$ cat src/rtl/gpmc_ram_arbiter.sv
// Purpose : shares one single-port frame-buffer RAM between the GPMC host bridge (strict priority)
//           and the display scan-out reader (req/gnt handshake).
// Latency : host write reaches RAM 2 cycles after the strobe edge; host_rdata valid 3 cycles after;
//           scan_gnt 1 cycle after an idle arbiter sees scan_req, scan_rvalid 1 cycle after scan_gnt.
// Backpressure: host strobes are never stalled; edges latch into pending flags (same-kind edge
//           before service overwrites address/data). scan_req waits, held, until scan_gnt.
//
// Ports:
//   clk, rst                      : sole clock, synchronous active-high reset
//   host_cs/we/oe (active low)    : synchronized bridge strobes
//   host_addr, host_wdata         : bridge address / write data
//   host_rdata                    : read data returned to the bridge, held until the next host read
//   scan_req, scan_addr           : scan-out read request (level) and address
//   scan_gnt, scan_rdata, scan_rvalid : accept pulse, read data, data-valid pulse
//   ram_en, ram_we, ram_addr, ram_wdata, ram_rdata : single-port RAM, 1-cycle read latency
//
// Optional feature macro: GPMC_ARB_STATS_EN
//   Adds a 16-bit saturating count of cycles where scan_req is high but not granted.
//   Host read at address all-ones returns it (no RAM cycle); host write there clears it.
module gpmc_ram_arbiter #(
  parameter int ADDR_WIDTH     = 16,
  parameter int DATA_WIDTH     = 16,
  parameter int RAM_ADDR_WIDTH = 12
) (
  input  logic                      clk,
  input  logic                      rst,
  input  logic                      host_cs,
  input  logic                      host_we,
  input  logic                      host_oe,
  input  logic [ADDR_WIDTH-1:0]     host_addr,
  input  logic [DATA_WIDTH-1:0]     host_wdata,
  output logic [DATA_WIDTH-1:0]     host_rdata,
  input  logic                      scan_req,
  input  logic [RAM_ADDR_WIDTH-1:0] scan_addr,
  output logic                      scan_gnt,
  output logic [DATA_WIDTH-1:0]     scan_rdata,
  output logic                      scan_rvalid,
  output logic                      ram_en,
  output logic                      ram_we,
  output logic [RAM_ADDR_WIDTH-1:0] ram_addr,
  output logic [DATA_WIDTH-1:0]     ram_wdata,
  input  logic [DATA_WIDTH-1:0]     ram_rdata
);

  typedef enum logic [2:0] {
    IDLE,
    HOST_WR,
    HOST_RD,
    HOST_RD_WAIT,
    SCAN_RD
  } state_t;

  // Where a host read gets its data from; frozen in HOST_RD so a new oe edge
  // overwriting rd_addr_q cannot change the in-flight result.
  typedef enum logic [1:0] {
    SRC_RAM,
    SRC_ZERO,
    SRC_STATS
  } rd_src_t;

  state_t                  state_q, state_d;
  logic                    we_prev_q, we_prev_d;
  logic                    oe_prev_q, oe_prev_d;
  logic                    wr_pend_q, wr_pend_d;
  logic                    rd_pend_q, rd_pend_d;
  logic [ADDR_WIDTH-1:0]   wr_addr_q, wr_addr_d;
  logic [DATA_WIDTH-1:0]   wr_data_q, wr_data_d;
  logic [ADDR_WIDTH-1:0]   rd_addr_q, rd_addr_d;
  rd_src_t                 rd_src_q, rd_src_d;
  logic [DATA_WIDTH-1:0]   host_rdata_q, host_rdata_d;
  logic                    scan_rvalid_q, scan_rvalid_d;

  logic                    we_fall;
  logic                    oe_fall;
  logic                    wr_in_range;
  rd_src_t                 rd_src_cur;

`ifdef GPMC_ARB_STATS_EN
  logic [15:0]             stall_cnt_q, stall_cnt_d;
`endif

  assign we_fall     = !host_cs && we_prev_q && !host_we;
  assign oe_fall     = !host_cs && oe_prev_q && !host_oe;
  assign wr_in_range = (wr_addr_q[ADDR_WIDTH-1:RAM_ADDR_WIDTH] == '0);

  always_comb begin
    rd_src_cur = SRC_ZERO;
`ifdef GPMC_ARB_STATS_EN
    if (rd_addr_q == '1) begin
      rd_src_cur = SRC_STATS;
    end else
`endif
    if (rd_addr_q[ADDR_WIDTH-1:RAM_ADDR_WIDTH] == '0) begin
      rd_src_cur = SRC_RAM;
    end
  end

  // Next-state and register updates
  always_comb begin
    state_d       = state_q;
    we_prev_d     = host_we;
    oe_prev_d     = host_oe;
    wr_pend_d     = wr_pend_q;
    rd_pend_d     = rd_pend_q;
    wr_addr_d     = wr_addr_q;
    wr_data_d     = wr_data_q;
    rd_addr_d     = rd_addr_q;
    rd_src_d      = rd_src_q;
    host_rdata_d  = host_rdata_q;
    scan_rvalid_d = 1'b0;

    case (state_q)
      IDLE: begin
        // Pending flags are consumed at the decision point, so an edge landing
        // any later is kept as a fresh request instead of being cleared away.
        if (wr_pend_q) begin
          state_d   = HOST_WR;
          wr_pend_d = 1'b0;
        end else if (rd_pend_q) begin
          state_d   = HOST_RD;
          rd_pend_d = 1'b0;
        end else if (scan_req) begin
          state_d   = SCAN_RD;
        end
      end
      HOST_WR: begin
        state_d = IDLE;
      end
      HOST_RD: begin
        rd_src_d = rd_src_cur;
        state_d  = HOST_RD_WAIT;
      end
      HOST_RD_WAIT: begin
        case (rd_src_q)
          SRC_RAM:   host_rdata_d = ram_rdata;
`ifdef GPMC_ARB_STATS_EN
          SRC_STATS: host_rdata_d = DATA_WIDTH'(stall_cnt_q);
`endif
          default:   host_rdata_d = '0;
        endcase
        state_d = IDLE;
      end
      SCAN_RD: begin
        scan_rvalid_d = 1'b1;
        state_d       = IDLE;
      end
      default: begin
        state_d = IDLE;
      end
    endcase

    // New strobe edges win over the clear above: never lose a request.
    if (we_fall) begin
      wr_pend_d = 1'b1;
      wr_addr_d = host_addr;
      wr_data_d = host_wdata;
    end
    if (oe_fall) begin
      rd_pend_d = 1'b1;
      rd_addr_d = host_addr;
    end
  end

`ifdef GPMC_ARB_STATS_EN
  always_comb begin
    stall_cnt_d = stall_cnt_q;
    if (state_q == HOST_WR && wr_addr_q == '1) begin
      stall_cnt_d = '0;
    end else if (scan_req && !scan_gnt && stall_cnt_q != 16'hFFFF) begin
      stall_cnt_d = stall_cnt_q + 16'd1;
    end
  end

  always_ff @(posedge clk) begin
    if (rst) begin
      stall_cnt_q <= '0;
    end else begin
      stall_cnt_q <= stall_cnt_d;
    end
  end
`endif

  always_ff @(posedge clk) begin
    if (rst) begin
      state_q       <= IDLE;
      we_prev_q     <= 1'b1;
      oe_prev_q     <= 1'b1;
      wr_pend_q     <= 1'b0;
      rd_pend_q     <= 1'b0;
      wr_addr_q     <= '0;
      wr_data_q     <= '0;
      rd_addr_q     <= '0;
      rd_src_q      <= SRC_ZERO;
      host_rdata_q  <= '0;
      scan_rvalid_q <= 1'b0;
    end else begin
      state_q       <= state_d;
      we_prev_q     <= we_prev_d;
      oe_prev_q     <= oe_prev_d;
      wr_pend_q     <= wr_pend_d;
      rd_pend_q     <= rd_pend_d;
      wr_addr_q     <= wr_addr_d;
      wr_data_q     <= wr_data_d;
      rd_addr_q     <= rd_addr_d;
      rd_src_q      <= rd_src_d;
      host_rdata_q  <= host_rdata_d;
      scan_rvalid_q <= scan_rvalid_d;
    end
  end

  // RAM strobes decoded from the state; out-of-range and stats accesses
  // occupy their state slot but never touch the RAM.
  always_comb begin
    ram_en    = 1'b0;
    ram_we    = 1'b0;
    ram_addr  = '0;
    ram_wdata = '0;
    case (state_q)
      HOST_WR: begin
        if (wr_in_range) begin
          ram_en    = 1'b1;
          ram_we    = 1'b1;
          ram_addr  = wr_addr_q[RAM_ADDR_WIDTH-1:0];
          ram_wdata = wr_data_q;
        end
      end
      HOST_RD: begin
        if (rd_src_cur == SRC_RAM) begin
          ram_en   = 1'b1;
          ram_addr = rd_addr_q[RAM_ADDR_WIDTH-1:0];
        end
      end
      SCAN_RD: begin
        ram_en   = 1'b1;
        ram_addr = scan_addr;
      end
      default: begin
        ram_en = 1'b0;
      end
    endcase
  end

  assign scan_gnt    = (state_q == SCAN_RD);
  assign scan_rvalid = scan_rvalid_q;
  // RAM data is forwarded in the cycle it appears so rvalid lands exactly one
  // cycle after gnt; gated to zero outside that cycle.
  assign scan_rdata  = scan_rvalid_q ? ram_rdata : '0;
  assign host_rdata  = host_rdata_q;

endmodule

$ cat config.mk
export PLATFORM = sky130hd
export DESIGN_NAME = gpmc_ram_arbiter
export DESIGN_NICKNAME = d
export VERILOG_FILES = /design/src/rtl/gpmc_ram_arbiter.sv
export SDC_FILE = /design/constraint.sdc
export NUM_CORES = 1
export LEC_CHECK = 0
export ABC_AREA = 0
export ABC_CLOCK_PERIOD_IN_PS = 2700
export CAP_MARGIN = 20
export CORE_ASPECT_RATIO = 1.2
export CORE_MARGIN = 2
export CORE_UTILIZATION = 40
export CTS_CLUSTER_SIZE = 24
export DETAILED_ROUTE_END_ITERATION = 10
export MAX_ROUTING_LAYER = met4
export PLACE_DENSITY = 0.76
export SLEW_MARGIN = 20
export SYNTH_ARGS = -nofsm -noshare
export SYNTH_HDL_FRONTEND = slang
export SYNTH_SLANG_ARGS = --single-unit
$ cat constraint.sdc
create_clock -name clk -period 2.7 [get_ports clk]
set_input_delay 0.54 -clock clk [delete_from_list [all_inputs] [get_ports clk]]
set_output_delay 0.54 -clock clk [all_outputs]
set_load 0.05 [all_outputs]
Yosys cells after proc, flatten, opt, wreduce, memory -nomap -nowiden
Index checks and enable logic that the tools add are counted.
{"block": "classes", "eq_ne": 6, "mux": 22, "reduce_logical": 15}
{"op": "16-bit 2-to-1 mux", "n": 4}
{"op": "12-bit case mux with 3 select lines", "n": 1}
{"op": "12-bit 2-to-1 mux", "n": 2}
{"op": "1-bit 2-to-1 mux", "n": 10}
{"op": "3-bit 2-to-1 mux", "n": 3}
{"op": "4-bit logical NOT", "n": 2}
{"op": "3-bit by 2-bit equality test with 1-bit output, second input constant", "n": 2}
{"op": "3-bit case mux with 2 select lines", "n": 1}
{"op": "1-bit logical AND", "n": 4}
{"op": "2-bit logical NOT", "n": 2}
{"op": "4-bit != test, second input constant", "n": 1}
{"op": "2-bit nonzero test", "n": 2}
{"op": "3-bit by 1-bit equality test with 1-bit output, second input constant", "n": 1}
{"op": "3-bit equality test, second input constant", "n": 1}
{"op": "1-bit logical NOT", "n": 3}
{"op": "3-bit logical NOT", "n": 1}
{"op": "1-bit case mux with 3 select lines", "n": 1}
{"op": "2-bit by 1-bit != test with 1-bit output, second input constant", "n": 1}
{"op": "2-bit AND reduction", "n": 1}
{"block": "word_totals", "register_bits": 74, "in_bits": 66, "word_cells": 54}

Logic depth before layout (Yosys ltp)
Gate-level depths: netlist of run 1.
{"block": "logic_depth", "ltp_word": 5, "ltp_mapped": 6}

Worst setup path after synthesis of run 1
No wires, ideal clock.
{"block": "synth_timing", "path_kind": "flip-flop to output port", "startpoint": "reg state_q[1]", "endpoint": "out ram_addr[3]", "arrival_ps": 1966, "path_slack_ps": 194, "stages_incl_launch_ff": 6, "cell_sequence": "dfxtp_1 > buf_6 > nor3b_1 > clkbuf_1 > and2_1 > a221o_1"}
{"block": "synth_via", "elab_chain_cells": 2, "elab_cells_between_ends": 4}
{"element": "start, declared", "line_no": "61", "source": "state_t state_q, state_d;"}
{"element": "start signal, assigned", "line_no": "197", "source": "state_q <= state_d;"}
{"element": "3-bit equality test"}
{"element": "named net scan_gnt", "line_no": "35", "source": "output logic scan_gnt,"}
{"element": "12-bit case mux with 3 select lines", "line_no": "218", "source": "case (state_q)"}
{"element": "end, declared", "line_no": "40", "source": "output logic [RAM_ADDR_WIDTH-1:0] ram_addr,"}
The timed path passes the listed nets, and every way through them passes these cells.

Worst setup path in the final report of run 1
{"block": "layout_timing", "startpoint": "reg state_q[0]", "endpoint": "out ram_wdata[13]"}
{"block": "layout_via", "elab_chain_cells": 2}
{"element": "3-bit by 1-bit equality test with 1-bit output", "line_no": "218"}
{"element": "16-bit 2-to-1 mux", "line_no": "218"}
{"element": "end, declared", "line_no": "41", "source": "output logic [DATA_WIDTH-1:0] ram_wdata,"}
Every way passes these cells.

==> results of run 1 <==
[power by group through the flow]
stage / clock, uW / sequential (uW) / combinational [uW]
2_1_floorplan: 0 / 1160 / 225
3_3_place_gp: 0 / 1170 / 440
3_5_place_dp: 0 / 1170 / 447
4_1_cts: 866 / 1140 / 449
5_1_grt: 917 / 1150 / 474
6_report: 845 / 1140 / 445
[per-stage QoR]
stage	utilization (%)	hold slack (ns)
6_report	65.0	0.451
2_1_floorplan	-	0.436
5_1_grt	65.0	0.471
3_3_place_gp	62.4	0.439
3_5_place_dp	62.4	0.443
4_1_cts	64.9	0.453
[registers in the layout, summed over array words and instances (netlist names)]
signal,count
host_rdata,16
oe_prev_q,1
rd_addr_q,16
rd_pend_q,1
rd_src_q,1
scan_rvalid,1
state_q,3
we_prev_q,1
wr_addr_q,16
wr_data_q,16
wr_pend_q,1
[kinds of logic (layout without fill, tap and decap cells)]
kind of cell | after synthesis | count (layout)
buffers and inverters | 29 | 156
AO/OA/AOI/OAI | 51 | 51
multiplexers | 32 | 32
AND/OR/NAND/NOR | 161 | 161
flip-flops | 73 | 73
[per-layer routing]
layer	global-route usage, %	wire (um)	vias up
met3	5.65	677	15
met1	23.8	3600	1280
met2	33.4	3820	118
met4	8.91	152	0
met5	-	0	-
li1	-	-	1407
[cells in the final DEF, fill, tap and decap left out, types with 2 or more instances in the layout]
cell type / synthesis / layout
nand2_1: 48 / 48
a21oi_1: 36 / 36
buf_4: 0 / 22
mux2i_1: 32 / 32
clkbuf_8: 0 / 10
nand3b_1: 18 / 18
or2_2: 3 / 3
nor3_1: 3 / 3
and2_1: 44 / 44
buf_12: 0 / 33
dfxtp_1: 73 / 72
nor2_1: 34 / 34
clkdlybuf4s50_1: 0 / 81
a221o_1: 3 / 3
a221o_2: 9 / 9
nor3b_2: 0 / 3
clkinv_2: 0 / 4
inv_1: 2 / 2
[final timing paths]
check	cells past startpoint	slack (ns)	end
hold reg to reg	2	0.45	host_rdata[3]
setup reg to reg	3	1.30	host_rdata[11]
hold / removal	2	0.45	host_rdata[3]
setup / recovery	5	0.08	ram_wdata[13]
[cell type report]
cell class,count,area (um^2),area share [%]
repair buffers,138,1650,33.4
clock inverters,6,57.6,1.16
multi-input cells,244,1520,30.7
inverters,2,7.51,0.152
clock buffers,10,138,2.78
flip-flops and latches,73,1460,29.5
well taps,92,115,2.32
[critical path, stage by stage, from the launching register on]
cell and delay (ns):
dfxtp_1 0.43, or4b_4 0.51, nor4_4 0.18, buf_4 0.26
and2_1 0.20, buf_12 0.15
==> implementation parameters, run 1 <==
Parameter                              Value

Outcome
  Run status    completed

Logic synthesis
  Share of the yosys chip area belonging to registers    47.0%
  Dominant combinational cell family by area after synthesis    simple AND/OR/NAND/NOR gates
  Post-synthesis async set-or-reset flop share    0%
  Synthesized netlist cell count    346
  Most area-hungry cell type in the Yosys netlist    dfxtp_1
  Post-synthesis xor/xnor area fraction    0%
  Main synth FF type    dfxtp_1
  Multiplexer share of the synthesized area    10.3%
  Netlist Area Pre-Place    3110 um^2
  Post-synthesis net count    412
  Basic-gate share of the synthesized area counting and, or, nand and nor cells    27.4%
  Number of synthesized flops with an enable pin    0
  Post-synth top cells    dfxtp_1, nand2_1, and2_1
  Distinct cell type count of the synthesized netlist    27
  Yosys top cell area share    47.0%
  Most instantiated library cell after synthesis    dfxtp_1
  Fraction of the mapped netlist area in compound gates    10.7%
  Mean instance size in the synthesized netlist    8.98 um^2
  Adder-cell share of the synthesized area    0%
  Top cells by area, synth    dfxtp_1, mux2i_1, and2_1
  Yosys warnings    0
  Synthesis-stage register bit count    73

STA
  Final setup violating endpoints    0
  Final setup slack of the worst path    0.0799 ns
  Share of the clock period used by the worst path    97.0%
  Worst Max-Slew Pin Slew    0.661 ns
  Rel. slew slack    55.9%
  Post-route setup TNS    0 ns
  F_max    382 MHz
  Final max-slew violation count    0
  Number of failing hold endpoints at the final stage    0
  Clock Skews    0.00872 ns
  Shortest clock period the worst path allows after layout    2.62 ns

Worst setup path
  Critical Path AT    2.08 ns
  CP endpoint kind    output port
  Critical path launch point type    flop
  Critical register-to-register path startpoint    state_q[0]
  Type of the worst setup path    flop to output port
  Worst Setup SP    state_q[0]
  Maximum fanout along the worst path    12
  Worst EP required    2.16 ns

Detailed routing
  Average wire length per cell after detail routing    14.6 um
  Number of search-and-repair iterations in the first detailed-routing pass    4
  Number of remaining DRC errors    0
  Number of design-rule violations left by the first detailed-router iteration    93
  DRT antenna net count    0
  Number of vias per cell after detailed routing    4.99
  Count of vias placed by the detailed router    2820
  Final WL    8240 um

Global routing
  GRT overflow    0
  Wire length of the first global-routing pass    13600 um
  Tot GR Track Use    20.5%
  Largest net degree at the start of global routing    40
  Vias in the first global route    2890
  Number of antenna violations at the first check in global routing    0

Clock tree
  # clock sinks    73
  CTS clk-pin slew, worst paths    0.08 ns
  Setup Buffers After CTS    0
  TritonCTS buffer count    9
  Worst-skew pair later-pin latency    0.35 ns
  CTS resizes    0
  Number of hold buffers added after CTS    0
  Clock tree root driver cell    clkbuf_8
  Maximum count of clock buffers along a single path    2
  H-tree levels    3
  TritonCTS clock tree    built

Floorplanning
  Die width    84.5 um
  Top-level port count    130
  Initial Utilization    40.8%
  Cell Rows    35
  Overall die height    101 um
  Core footprint    7620 um^2
  Die Footprint    8490 um^2

Power
  Part of the power in combinational logic    18.3%
  Switching share of power    26.4%
  Power share of the sequential group    47.0%
  Final Power    2430 uW
  IR drop worst, VDD    0.305 mV
  Internal power of the cells    1790 uW
  Static Leakage    0.00191 uW
  Clk network pwr share    34.7%
  NetSw    642 uW
  Power density over the cells    491 nW/um^2

Place
  Placement Cell Area    4750 um^2
  HPWL Detailed    5980 um
  Count of buffers from port buffering    129
  # placed instances    549
  Placement-stage worst setup slack    0.404 ns
  Gpl congestion    0.850

Finish
  Fill count    627
  Number of nets in the layout    534
  Layout cells sized above 1    19.5%
  Final Instance Area    4950 um^2
  Synthesis-to-layout area growth    59.3%
  Final antenna diode count    0
  Layout Cells excl Fill    565

Hold path
  Start point of the worst min-delay path    host_rdata[3]
  Tightest Hold Check Type    flop to flop

Job
  Number of violations of the max-capacitance limit    0
Note: power is estimated with default switching activity, not from simulation.
==> inputs of run 2 (changes only) <==
--- a/config.mk
+++ b/config.mk
@@ -7,7 +7,6 @@
 export LEC_CHECK = 0
 export ABC_AREA = 0
 export ABC_CLOCK_PERIOD_IN_PS = 2700
-export CAP_MARGIN = 20
 export CORE_ASPECT_RATIO = 1.2
 export CORE_MARGIN = 2
 export CORE_UTILIZATION = 40
==> results of run 2 <==
Same layout as run 1: the final DEF is identical, and so are final timing and power.
==> inputs of run 3 (changes only) <==
--- a/config.mk
+++ b/config.mk
@@ -14,6 +14,7 @@
 export DETAILED_ROUTE_END_ITERATION = 10
 export MAX_ROUTING_LAYER = met4
 export PLACE_DENSITY = 0.76
+export RECOVER_POWER = 25
 export SLEW_MARGIN = 20
 export SYNTH_ARGS = -nofsm -noshare
 export SYNTH_HDL_FRONTEND = slang
==> run 3 against run 2 <==
The run now ends with max-capacitance violations, max-slew violations left. Sequential power is essentially flat. Critical path depth is the same. Core utilization shrank 0.21 points. Clock power is essentially flat. Global-route usage is the same. Combinational power is essentially flat. Clock skew is essentially flat. Die area is the same. Critical path type unchanged. Largest power group unchanged. Highest routed layer unchanged.
==> implementation parameters, run 3 (synthesis results as in run 1) <==
Parameter                              Value

Outcome
  Run status    finished with violations
  Violated checks    max-capacitance violations, max-slew violations

STA
  Share of the clock period used by the worst path    97.1% (about the same)
  Final setup slack of the worst path    0.0782 ns (-0.00168 ns)
  Post-route setup TNS    0 ns (unchanged)
  Shortest clock period the worst path allows after layout    2.62 ns (+0.00168 ns)
  F_max    381 MHz (about the same)
  Number of failing hold endpoints at the final stage    0 (unchanged)
  Worst hold slack across all endpoints    0.451 ns (-0.00000100 ns)
  Clock Skews    0.00872 ns (-0.00000342 ns)
  Worst Max-Slew Pin Slew    1.51 ns (+0.852 ns)
  Final setup violating endpoints    0 (unchanged)
  Rel. slew slack    -0.835% (-57 points)
  Final max-slew violation count    36 (+36)

Floorplanning
  Top-level port count    130 (unchanged)
  Die Footprint    8490 um^2 (unchanged)
  Initial Utilization    40.8% (unchanged)
  Die width    84.5 um (unchanged)
  Overall die height    101 um (unchanged)
  Cell Rows    35 (unchanged)
  Core footprint    7620 um^2 (unchanged)

Clock tree
  TritonCTS buffer count    9 (unchanged)
  TritonCTS clock tree    built
  Maximum count of clock buffers along a single path    2 (unchanged)
  Setup Buffers After CTS    0 (unchanged)
  CTS clk-pin slew, worst paths    0.08 ns (about the same)
  Number of hold buffers added after CTS    0 (unchanged)
  Clock tree root driver cell    clkbuf_8
  CTS resizes    0 (unchanged)
  # clock sinks    73 (unchanged)
  H-tree levels    3 (unchanged)
  Worst-skew pair later-pin latency    0.34 ns (about the same)

Finish
  Most common library cell in the layout ignoring fill and taps    clkdlybuf4s50_1
  Final Instance Area    4940 um^2 (-0.33%)
  Number of nets in the layout    534 (unchanged)
  Synthesis-to-layout area growth    58.8%
  Layout cells sized above 1    19.2% (-0.21 points)
  Area used by multi-input combinational logic    1520 um^2 (unchanged)
  Final antenna diode count    0 (unchanged)
  Area of all sequential standard cells    1460 um^2 (unchanged)
  Commonest cells after routing, fill and taps aside    clkdlybuf4s50_1, dfxtp_1, nand2_1
  Fill count    630 (+0.48%)

Power
  Final Power    2430 uW (-0.15%)
  Power density over the cells    492 nW/um^2 (+0.18%)
  Static Leakage    0.00190 uW (-0.42%)
  IR drop worst, VDD    0.304 mV (-0.17%)

Hold path
  Worst hold path stage count    2 (unchanged)
  Tightest Hold Check Type    flop to flop

Global routing
  Wire length of the first global-routing pass    13600 um (unchanged)
  GR Util met2    33.4% (unchanged)
  Layer with the highest usage after global routing    met2
  Vias in the first global route    2890 (unchanged)
  Largest net degree at the start of global routing    40 (unchanged)
  GRT overflow    0 (unchanged)
  Tot GR Track Use    20.5% (unchanged)
  Met1 routing resource usage after global routing    23.8% (unchanged)
  GR Layer Usage met3    5.65% (unchanged)
  Number of antenna violations at the first check in global routing    0 (unchanged)

Worst setup path
  Worst EP required    2.16 ns (about the same)
  Type of the worst setup path    flop to output port
  Critical path launch point type    flop
  Maximum fanout along the worst path    12 (unchanged)
  Cell with the largest stage delay on the worst path    or4b_4
  CP endpoint kind    output port
  Critical Path AT    2.08 ns (about the same)
  Cells on worst reg2reg path    3 (unchanged)
  FF-to-FF setup slack    1.28 ns (-0.02 ns)
  Worst-path cell chain    or4b_4, nor4_4, buf_4, and2_1, buf_12
  Largest incremental delay on the critical path    0.51 ns (about the same)

Detailed routing
  Count of vias placed by the detailed router    2826 (+0.21%)
  Number of design-rule violations left by the first detailed-router iteration    89 (-4.3%)
  Number of remaining DRC errors    0 (unchanged)
  Number of search-and-repair iterations in the first detailed-routing pass    4 (unchanged)
  Final WL    8230 um (-0.12%)
  DRT antenna net count    0 (unchanged)
  Average wire length per cell after detail routing    14.6 um (-0.12%)
  Number of vias per cell after detailed routing    5.00 (+0.21%)

Place
  HPWL Detailed    5980 um (unchanged)
  Placement Cell Area    4750 um^2 (unchanged)
  Placement-stage worst setup slack    0.404 ns (unchanged)
  Count of buffers from port buffering    129 (unchanged)
  Gpl congestion    0.850 (unchanged)

Job
  Number of violations of the max-capacitance limit    1 (+1)
-- run 3: cell count changes in the layout (fill, tap and decap cells not counted), sizes merged --
cell,delta
buf,-2
clkbuf,+2
-- run 3: cell type report --
cell class / count / area share, %
Multi-Input combinational cell: 244 / 30.8
Clock buffer: 10 / 2.79
Timing Repair Buffer: 138 / 33.2
Tap cell: 92 / 2.33
Sequential cell: 73 / 29.6
Clock inverter: 6 / 1.17
Inverter: 2 / 0.152
-- run 3: routing by layer --
metal,up-vias,share of wire (%)
met3,15,8.2
met5,-,0
met1,1286,43
met4,0,1.8
li1,1407,-
met2,118,47
-- run 3: critical path, delay by kind of cell (launching register included) --
kind | cells | cell delay (ns)
flops | 1 | 0.43
buf+inv | 2 | 0.41
simple gates | 3 | 0.89
-- run 3: final timing paths --
| check | startpoint | endpoint |
|---|---|---|
| worst max-delay path | state_q[0] | ram_wdata[13] |
| worst min register to register | host_rdata[3] | host_rdata[3] |
| worst min-delay path | host_rdata[3] | host_rdata[3] |
| worst max register to register | state_q[0] | host_rdata[11] |
-- run 3: per-stage QoR --
stage               std cells  util [%]
floorplan                 346         -
global route              565      64.8
CTS                       565      64.9
global placement          549      62.4
finish                    565      64.8
detailed placement        549      62.4
-- run 3: where the power goes --
part	switching, uW	total, uW	internal [uW]
Sequential	26.4	1140	1120
Combinational	215	442	227
Clock	399	844	445
Total	641	2430	1790
==> patch, RTL diff (flow settings as in run 1) <==
Take the reset off `wr_data_q` and load it in a clocked block of its own.
--- a/src/rtl/gpmc_ram_arbiter.sv
+++ b/src/rtl/gpmc_ram_arbiter.sv
@@ -190,3 +190,2 @@
       wr_addr_q     <= '0;
-      wr_data_q     <= '0;
       rd_addr_q     <= '0;
@@ -202,3 +201,2 @@
       wr_addr_q     <= wr_addr_d;
-      wr_data_q     <= wr_data_d;
       rd_addr_q     <= rd_addr_d;
@@ -208,2 +206,6 @@
     end
+  end
+
+  always_ff @(posedge clk) begin
+    wr_data_q <= wr_data_d;
   end
Check against the original RTL: no difference found for any inputs over 10 cycles, from zero or initial values and one cycle with rst high; that may be too few to reach the edited logic, so the function may still have changed.
==> patch against run 1 <==
Synthesized area down 2.5%; sequential share of layout area up 4.0 points; power down 3.9%; clock power down 17%; sequential cell count unchanged; clock skew down 0.0047 ns; wire length down 4.2%; register-to-register slack better by 0.02 ns; utilization up 1.1 points; worst setup slack better by 0.035 ns; design area down 2.3%; critical path type unchanged; critical endpoint is now ram_addr[8]; largest cell class unchanged; highest routed layer unchanged.
==> patch: results (changes against run 1) <==
[run_status]
status = finished, final reports clean

[placed_design]
dpl_worst_slack_ns = 0.417  ; +0.0132 ns
gp_congestion = 0.753  ; -11%
place.detailed.hpwl_mm = 5.60  ; -6.3%
place_area_um2 = 4680  ; -1.5%
placed_cells = 514  ; -6.4%

[power_and_ir_drop]
p_leak_nw = 1.82  ; -4.4%
peakVddDrop_mv = 0.285  ; -6.5%

[cells_and_area]
nNetsFinal = 501  ; -6.2%
drive_gt1_frac = 0.198  ; +0.00322
fillers = 620  ; -1.1%
final_cells = 530  ; -6.2%

[critical_path]
cpPeakStageDelay_ns = 0.55  ; +0.04 ns
path_max_fanout = 30  ; +18
worstPathArrival_ns = 2.05  ; -0.03 ns

[yosys]
yosysWarningCount = 0  ; unchanged
syn-num-nets = 376  ; -8.7%
synthDistinctLibCells = 28  ; +3.7%
seq_area_frac_synth = 0.535  ; +0.0647
async_flop_share = 0  ; unchanged
yosys-top-cells-area = dfxtp_1 (38%), edfxtp_1 (16%), and2_1 (9.1%)
synth-edff-count = 16  ; +16
synth_area_per_cell_um2 = 9.78  ; +8.9%
ys_top_cells_by_count = dfxtp_1 (57), nand2_1 (48), and2_1 (44), a21oi_1 (36)

[clocking]
cts_buffers = 9  ; unchanged
clkTransAtPathRegs_ns = 0.07
cts_resized = 0  ; unchanged

[grt]
grt_max_degree = 34  ; -15%
track_usage = 0.195  ; -0.0102
grt_pass1_vias = 2626  ; -9.1%
grt_pass1_wl_mm = 12.6  ; -7.8%

[routing]
drtIter0Drc = 127  ; +37%
vias_per_cell = 5.01  ; +0.40%
routed_wl_mm = 7.90  ; -4.2%

[timing]
finClkSkew_ns = 0.00401  ; -0.00472 ns
slew_headroom = 0.569  ; +0.00978

## patch: cell count changes after synthesis
| cell | before | now |
|---|---|---|
| dfxtp_1 | 73 | 57 |
| edfxtp_1 | 0 | 16 |
| mux2i_1 | 32 | 16 |
| nor2_1 | 34 | 18 |
| clkbuf_1 | 20 | 17 |
| buf_2 | 3 | 2 |
## patch: final timing paths
| kind | start | end | slack [ns] | cells after the start |
|---|---|---|---|---|
| setup / recovery | state_q[1] | ram_addr[8] | 0.11 | 5 |
| hold / removal | host_rdata[1] | host_rdata[1] | 0.45 | 2 |
| setup reg to reg | state_q[0] | host_rdata[14] | 1.32 | 3 |
| hold reg to reg | host_rdata[1] | host_rdata[1] | 0.45 | 2 |
## patch: power by group
group	switching [mW]	leakage, nW	internal, mW
clock network	0.378	0.0819	0.323
registers	0.0260	0.613	1.15
logic	0.221	1.13	0.235
## patch: logic make-up after synthesis
family	Yosys count	synth area share
compound gates	51	0.109
buf+inv	25	0.0417
flops	73	0.535
mux	16	0.0528
simple gates	145	0.261
## patch: cell type report
class / count / area, µm² / area share
clock buffer: 11 / 131 / 0.0272
clock inverter: 5 / 22.5 / 0.00466
inverter: 2 / 7.51 / 0.00155
multi-input combinational: 212 / 1300 / 0.268
sequential: 73 / 1620 / 0.335
tap: 90 / 113 / 0.0233
timing repair buffer: 137 / 1640 / 0.339
## patch: worst max-delay path, delay by kind of cell (launching register included)
kind	cells	cell delay (ns)
flip-flops	1	0.37
buffers and inverters	2	0.37
AND/OR/NAND/NOR	2	0.74
AO/OA/AOI/OAI	1	0.21
## patch: per-layer routing
metal | wire length (µm) | global-route usage | vias to the layer above
li1 | - | - | 1307
met1 | 3080 | 0.221 | 1240
met4 | 265 | 0.115 | 0
met5 | 0 | - | -
met2 | 4190 | 0.329 | 84
met3 | 357 | 0.0274 | 25
## patch: through the flow
step	utilization	power [mW]	hold WS, ns
after detailed placement	0.640	1.66	0.443
after global routing	0.661	2.43	0.474
after CTS	0.661	2.36	0.453
final	0.661	2.34	0.453
after floorplan	-	1.42	0.436
after global placement	0.640	1.66	0.438
